<file path="src/rtl/display_scan_ctrl.sv">
// Scan controller for a 4-digit 7-segment display: rotates the digit select,
// blanks the anodes at the start of each slot, and optionally hides leading zeros.
module display_scan_ctrl #(
  parameter int REFRESH_DIV  = 50000,
  parameter int BLANK_CYCLES = 500
) (
  input  logic       clk,
  input  logic       rst,
  input  logic       en,
  input  logic       lz_blank_en,
  input  logic [3:0] digit_zero,
  output logic [1:0] sel,
  output logic [3:0] an,
  output logic       slot_tick,
  output logic       frame_tick
);

  localparam int W = $clog2(REFRESH_DIV);
  localparam logic [W-1:0] LAST_CNT  = W'(REFRESH_DIV - 1);
  localparam logic [W-1:0] BLANK_END = W'((BLANK_CYCLES == 0) ? 0 : BLANK_CYCLES - 1);

  typedef enum logic [1:0] {IDLE, BLANK, DRIVE} state_t;

  localparam state_t SLOT_START = (BLANK_CYCLES == 0) ? DRIVE : BLANK;

  state_t       state_reg, state_next;
  logic [W-1:0] div_cnt_reg, div_cnt_next;
  logic [1:0]   sel_reg, sel_next;
  logic [3:0]   an_reg, an_next;
  logic         slot_tick_reg, slot_tick_next;
  logic         frame_tick_reg, frame_tick_next;
  logic [3:0]   zero_run;

  // zero_run[i]: digit i and every more significant digit are zero
  generate
    for (genvar gi = 0; gi < 4; gi++) begin : g_zero_run
      assign zero_run[gi] = lz_blank_en && (&digit_zero[3:gi]);
    end
  endgenerate

  always_ff @(posedge clk) begin
    if (rst) begin
      state_reg      <= IDLE;
      div_cnt_reg    <= '0;
      sel_reg        <= 2'd0;
      an_reg         <= 4'hF;
      slot_tick_reg  <= 1'b0;
      frame_tick_reg <= 1'b0;
    end else begin
      state_reg      <= state_next;
      div_cnt_reg    <= div_cnt_next;
      sel_reg        <= sel_next;
      an_reg         <= an_next;
      slot_tick_reg  <= slot_tick_next;
      frame_tick_reg <= frame_tick_next;
    end
  end

  always_comb begin
    state_next      = IDLE;
    div_cnt_next    = '0;
    sel_next        = 2'd0;
    slot_tick_next  = 1'b0;
    frame_tick_next = 1'b0;
    an_next         = 4'hF;

    if (en) begin
      unique case (state_reg)
        IDLE: begin
          state_next     = SLOT_START;
          slot_tick_next = 1'b1;
        end
        BLANK, DRIVE: begin
          sel_next   = sel_reg;
          state_next = state_reg;
          if (div_cnt_reg == LAST_CNT) begin
            state_next      = SLOT_START;
            sel_next        = sel_reg + 2'd1;
            slot_tick_next  = 1'b1;
            frame_tick_next = (sel_reg == 2'd3);
          end else begin
            div_cnt_next = div_cnt_reg + 1'b1;
            if (state_reg == BLANK && div_cnt_reg == BLANK_END)
              state_next = DRIVE;
          end
        end
        default: state_next = IDLE;
      endcase
    end

    // Digit 0 is never hidden so a zero value still shows one "0"
    if (state_next == DRIVE && !(zero_run[sel_next] && sel_next != 2'd0))
      an_next = ~(4'b0001 << sel_next);
  end

  assign sel        = sel_reg;
  assign an         = an_reg;
  assign slot_tick  = slot_tick_reg;
  assign frame_tick = frame_tick_reg;

endmodule
</file>
<file path="config.mk">
export PLATFORM = sky130hd
export DESIGN_NAME = display_scan_ctrl
export DESIGN_NICKNAME = d
export VERILOG_FILES = /design/src/rtl/display_scan_ctrl.sv
export SDC_FILE = /design/constraint.sdc
export NUM_CORES = 1
export LEC_CHECK = 0
export ABC_AREA = 1
export CAP_MARGIN = 15
export CORE_MARGIN = 1.5
export CORE_UTILIZATION = 54
export DETAILED_ROUTE_END_ITERATION = 8
export DONT_BUFFER_PORTS = 1
export PLACE_DENSITY = 0.76
export REMOVE_ABC_BUFFERS = 1
export SLEW_MARGIN = 20
export SYNTH_ARGS = -nofsm -noshare
export SYNTH_HDL_FRONTEND = slang
export SYNTH_SLANG_ARGS = --single-unit
export TNS_END_PERCENT = 10
</file>
<file path="constraint.sdc">
create_clock -name clk -period 3.9 [get_ports clk]
set_input_delay 0.78 -clock clk [delete_from_list [all_inputs] [get_ports clk]]
set_output_delay 0.78 -clock clk [all_outputs]
set_load 0.05 [all_outputs]
</file>
# After elaboration in Yosys (flattened, before gate mapping)

Cells that the tools add are included.

Register bits after elaboration: 26
Input port bits: 8
Output and inout bits: 8
Logic and storage cells: 50

Add/subtract/negate cells: 2
$lt $le $gt $ge: 1
Equality and inequality tests: 6
Shift-type cells: 1
Multiplexer cells: 11
Bitwise operators: 5
Reductions and logical operators: 18

Operators by type and width:

| operator                                                                      | number |
|---|---|
| 16-bit by 1-bit adder with 16-bit output (second input constant)              | 1 |
| 16-bit == test (second input constant)                                        | 1 |
| 16-bit by 9-bit == test with 1-bit output (second input constant)             | 1 |
| 2-bit two-way mux                                                             | 6 |
| 4-bit OR reduction                                                            | 2 |
| 1-bit logical AND                                                             | 7 |
| 2-bit == test (second input constant)                                         | 3 |
| 2-bit OR reduction                                                            | 3 |
| 1-bit NOT                                                                     | 4 |
| 4-bit NOT                                                                     | 1 |
| 2-bit case mux with 2 select lines                                            | 1 |
| 4-bit AND reduction                                                           | 1 |
| 1-bit by 2-bit left shift with 4-bit output (first input constant)            | 1 |
| 2-bit by 3-bit less-than comparator with 1-bit output (second input constant) | 1 |
| 3-bit AND reduction                                                           | 1 |
| 2-bit by 1-bit adder with 2-bit output (second input constant)                | 1 |
| 1-bit binary-select mux with 2-bit select                                     | 1 |
| 2-bit by 1-bit == test with 1-bit output (second input constant)              | 1 |
| 2-bit logical NOT                                                             | 1 |
| 1-bit two-way mux                                                             | 2 |
| 1-bit case mux with 2 select lines                                            | 1 |
| 2-bit AND reduction                                                           | 1 |
| 2-bit nonzero test                                                            | 1 |
| 1-bit logical NOT                                                             | 1 |

# Depth between registers and ports, before layout

Word-level depth: 11
Gate-level depth with buffers: 13
Gate-level depth less buffers: 13

# Least setup slack after synthesis

No wires, ideal clock.

Path type: input -> register
Start: input en
End: register div_cnt_reg[14]
Library setup time: 0.073 ns
Arrival time: 1.593 ns
Data required time: 3.827 ns
Path slack: 2.234 ns
Cell stages on the path: 7
Path buffers: 1
Cells stage by stage: nand2_1 nor2_1 inv_1 a21oi_2 inv_1 buf_2 nor3_2

Word-level cells in the longest chain between the ends: 2

Ends and longest elaborated chain:

| item                         | RTL line | source |
|---|---|---|
| from (decl)                  | 9        | `input logic en,` |
| 1-bit NOT (no line)          | n/a      |  |
| 4-bit OR reduction (no line) | n/a      |  |
| to (signal assigned)         | 51       | `div_cnt_reg <= div_cnt_next;` |
| to (decl)                    | 27       | `logic [W-1:0] div_cnt_reg, div_cnt_next;` |

No other way between the ends.
A chain may end at the register's enable or synchronous reset.

# Worst setup path in the final report

Start: register state_reg[0]
End: register div_cnt_reg[10]

Word-level cells in the longest chain between the ends: 4
Elaborated cells between the ends (all ways): 5
Classes of those cells: 2 x eq/ne; 1 x bitwise; 2 x reduce/logical

Ends and longest elaborated chain:

| item                                                                             | RTL line | source |
|---|---|---|
| from (decl)                                                                      | 26       | `state_t state_reg, state_next;` |
| from (signal assigned)                                                           | 50       | `state_reg <= state_next;` |
| 2-bit by 1-bit == test with 1-bit output / 2-bit == test (equally long branches) | 68       | `unique case (state_reg)` |
| 2-bit OR reduction (*)                                                           | 68       |  |
| 1-bit NOT (no line) (*)                                                          | n/a      |  |
| 4-bit OR reduction (no line) (*)                                                 | n/a      |  |

Every way passes the cells marked *; elsewhere a longest branch is shown, timed or not.

==> results.sh <==
export IMPL_skew_ns=0.00544
export IMPL_fillers=221
export IMPL_drv_slew=0
export IMPL_yosys_area_top_type_share=0.398
export IMPL_antenna_found_initial=0
export IMPL_max_freq_mhz=523
export IMPL_crit_buf_inv=3
export IMPL_area_delta_synth_final_pct=5.08
export IMPL_grt_use_total=0.195
export IMPL_wire_per_inst_um=10.6
export IMPL_die_y_um=52.2
export IMPL_clkLatencyLatePin_ns=0.32
export IMPL_end_kind="flip-flop"
export IMPL_grt_use_met3=0.0371
export IMPL_p_int_w=0.000328
export IMPL_final_antenna_net_count=0
export IMPL_fin_setup_tns_ns=0
export IMPL_drt_pass1_iter_count=5
export IMPL_p_sw_w=0.0000882
export IMPL_cp_common_cell="inv_1"
export IMPL_hold_path_cell_count=1
export IMPL_synth_common_cells="33 x nand2_1, 29 x inv_1, 27 x nor2_1, 26 x dfxtp_1, 11 x a21oi_1"
export IMPL_hold_path_class="flip-flop to flip-flop"
export IMPL_worst_setup_path_start_kind="flip-flop"
export IMPL_synth_cell_types=26
export IMPL_pwr_density_cell_nw_per_um2=303
export IMPL_largest_reg_flops=16
export IMPL_hold_viol_final=0
export IMPL_yosysMostFrequentCell="nand2_1"
export IMPL_crit_fanout=11
export IMPL_nets=200
export IMPL_synth_warnings=0
export IMPL_ctsHtreeMaxLevel=1
export IMPL_n_antenna_cell=0
export IMPL_async_flop_share=0
export IMPL_regToRegStartpoint="state_reg[0]$_SDFF_PP0_"
export IMPL_ys_flop_type="dfxtp_1"
export IMPL_ys_top_cells_by_area="dfxtp_1 40%, nand2_1 9.5%, inv_1 8.3%"
export IMPL_critPathArrivalTime_ns=2.19
export IMPL_cts_buffers=3
export IMPL_place_gp_congestion=0.759
export IMPL_postCtsSetupBuffers=0
export IMPL_crit_chain="inv_1 -> ha_1 -> nand2_1 -> nor2_1 -> inv_1 -> a21oi_2 -> inv_1 -> nor2_1 -> o21a_1"
export IMPL_crit_required_ns=4.18
export IMPL_crit_path_max_incr_delay_ns=0.41
export IMPL_grt_remaining_overflow=0
export IMPL_r2r_setup_slack_ns=1.99
export IMPL_clock_sink_count=26
export IMPL_portBuffers=0
export IMPL_syn_area_per_cell_um2=7.14
export IMPL_status="completed"
export IMPL_fin_util=0.609
export IMPL_core_um2=2250
export IMPL_combPwrFrac=0.024
export IMPL_fin_crit_sh=0.491
export IMPL_fin_ws_ns=1.99
export IMPL_ctsResizeCount=0
export IMPL_switching_share=0.212
export IMPL_drc=0
export IMPL_setup_viol=0
export IMPL_drt_initial_drc_count=26
export IMPL_start_util=0.579
export IMPL_synth_edf_count=0
export IMPL_clockBufferDepth=2
export IMPL_slew_headroom=0.601
export IMPL_seqPwrFrac=0.649
export IMPL_cts_root_buf="clkbuf_4"
export IMPL_place_ws_ns=1.99
export IMPL_seqCellArea_um2=520
export IMPL_rsz0062_at_grt="no"
export IMPL_multiInputGateArea_um2=657
export IMPL_syn_area_um2=1310
export IMPL_hpwl_mm=1.83
export IMPL_grt_max_degree=15
export IMPL_grt_pass1_vias=990
export IMPL_path_class="flip-flop to flip-flop"
export IMPL_drt_wl_total_mm=2.28
export IMPL_timing_final_crit_period_ns=1.91
export IMPL_peakVddDrop_uv=228
export IMPL_die_w_um=52.2
export IMPL_use_met1=0.245
export IMPL_drive_above_1_share=0.145
export IMPL_rr_worst_depth=9
export IMPL_synth_seq_area_share=0.398
export IMPL_ctsHoldBuffers=0
export IMPL_cpLargestDelayFamily="flip-flops"
export IMPL_synth_seq_cells=26
export IMPL_drv_cap=0
export IMPL_leakage_nw=0.539
export IMPL_clk_pin_slew_ns=0.14
export IMPL_synth_top_area_cell="dfxtp_1"
export IMPL_min_from="div_cnt_reg[0]$_SDFF_PP0_"
export IMPL_via_per_inst=5.14
export IMPL_grt_pass1_wl_mm=3.91
export IMPL_cts_tree="done"
export IMPL_pwr_share_clk=0.327
export IMPL_grt_util_met2=0.323
export IMPL_min_to="div_cnt_reg[0]$_SDFF_PP0_"
export IMPL_r2r_end="div_cnt_reg[10]$_SDFF_PP0_"
export IMPL_num_rows=17
export IMPL_slowest_stage="dfxtp_1"
export IMPL_ios=16
export IMPL_grt_busiest_layer="met2"
export IMPL_vias=1099
export IMPL_netlist_instances=183
export IMPL_tightest_slew_ns=0.598
export IMPL_die_area_um2=2720
[power by group through the flow]
| stage | clock [W] | sequential (W) | combinational (W) |
|---|---|---|---|
| 4_1_cts | 0.000143 | 0.000270 | 0.00000991 |
| 2_1_floorplan | 0 | 0.000276 | 0.00000792 |
| 3_3_place_gp | 0 | 0.000276 | 0.00000939 |
| 5_1_grt | 0.000152 | 0.000271 | 0.0000118 |
| 6_report | 0.000136 | 0.000270 | 0.00000984 |
| 3_5_place_dp | 0 | 0.000276 | 0.00000980 |
[layout make-up]
| class | count | share of cell area |
|---|---|---|
| clock buffer | 4 | 0.0264 |
| inverter | 33 | 0.0902 |
| sequential | 26 | 0.379 |
| multi-input combinational | 123 | 0.479 |
| tap | 28 | 0.0255 |
[worst max path at each step]
stage	start	endpoint	slack [ns]	cells after the start
detailed placement	en	div_cnt_reg[10]$_SDFF_PP0_	1.99	7
global placement	en	div_cnt_reg[10]$_SDFF_PP0_	2.01	7
CTS	state_reg[0]$_SDFF_PP0_	div_cnt_reg[10]$_SDFF_PP0_	1.95	9
global route	state_reg[0]$_SDFF_PP0_	div_cnt_reg[9]$_SDFF_PP0_	1.72	8
floorplan	sel[0]$_SDFF_PP0_	an[0]$_SDFF_PP1_	2.25	7
finish	state_reg[0]$_SDFF_PP0_	div_cnt_reg[10]$_SDFF_PP0_	1.99	9
[cells in the final DEF, fill, tap and decap left out, types with 5 or more instances in the layout]
master	instances
ha_1	5
nor3_1	5
nor2_1	27
nand4_1	6
inv_1	29
nand3_1	7
a21oi_1	11
nand2_2	6
nand2_1	33
dfxtp_1	26
[kinds of logic after synthesis]
| group | share of synthesized area |
|---|---|
| adders and majority gates | 0.0479 |
| buffers and inverters | 0.0986 |
| DFF | 0.398 |
| AOI/OAI and AO/OA | 0.0766 |
| xor gates and xnor gates | 0.0134 |
| and+or+nand+nor | 0.365 |
[metal layers]
layer / routed length (um) / part of all wire
met4: 44 / 0.019
met1: 1090 / 0.48
met5: 0 / 0
met3: 91 / 0.040
met2: 1050 / 0.46
[per-stage QoR]
stage	hold slack (ns)	cell area, um^2	total power [W]	cells
global placement	0.427	1340	0.000285	210
CTS	0.461	1370	0.000423	214
finish	0.455	1370	0.000416	214
floorplan	0.418	1300	0.000284	182
global route	0.485	1370	0.000434	214
detailed placement	0.437	1340	0.000286	210
(Power assumes the default switching activity.)
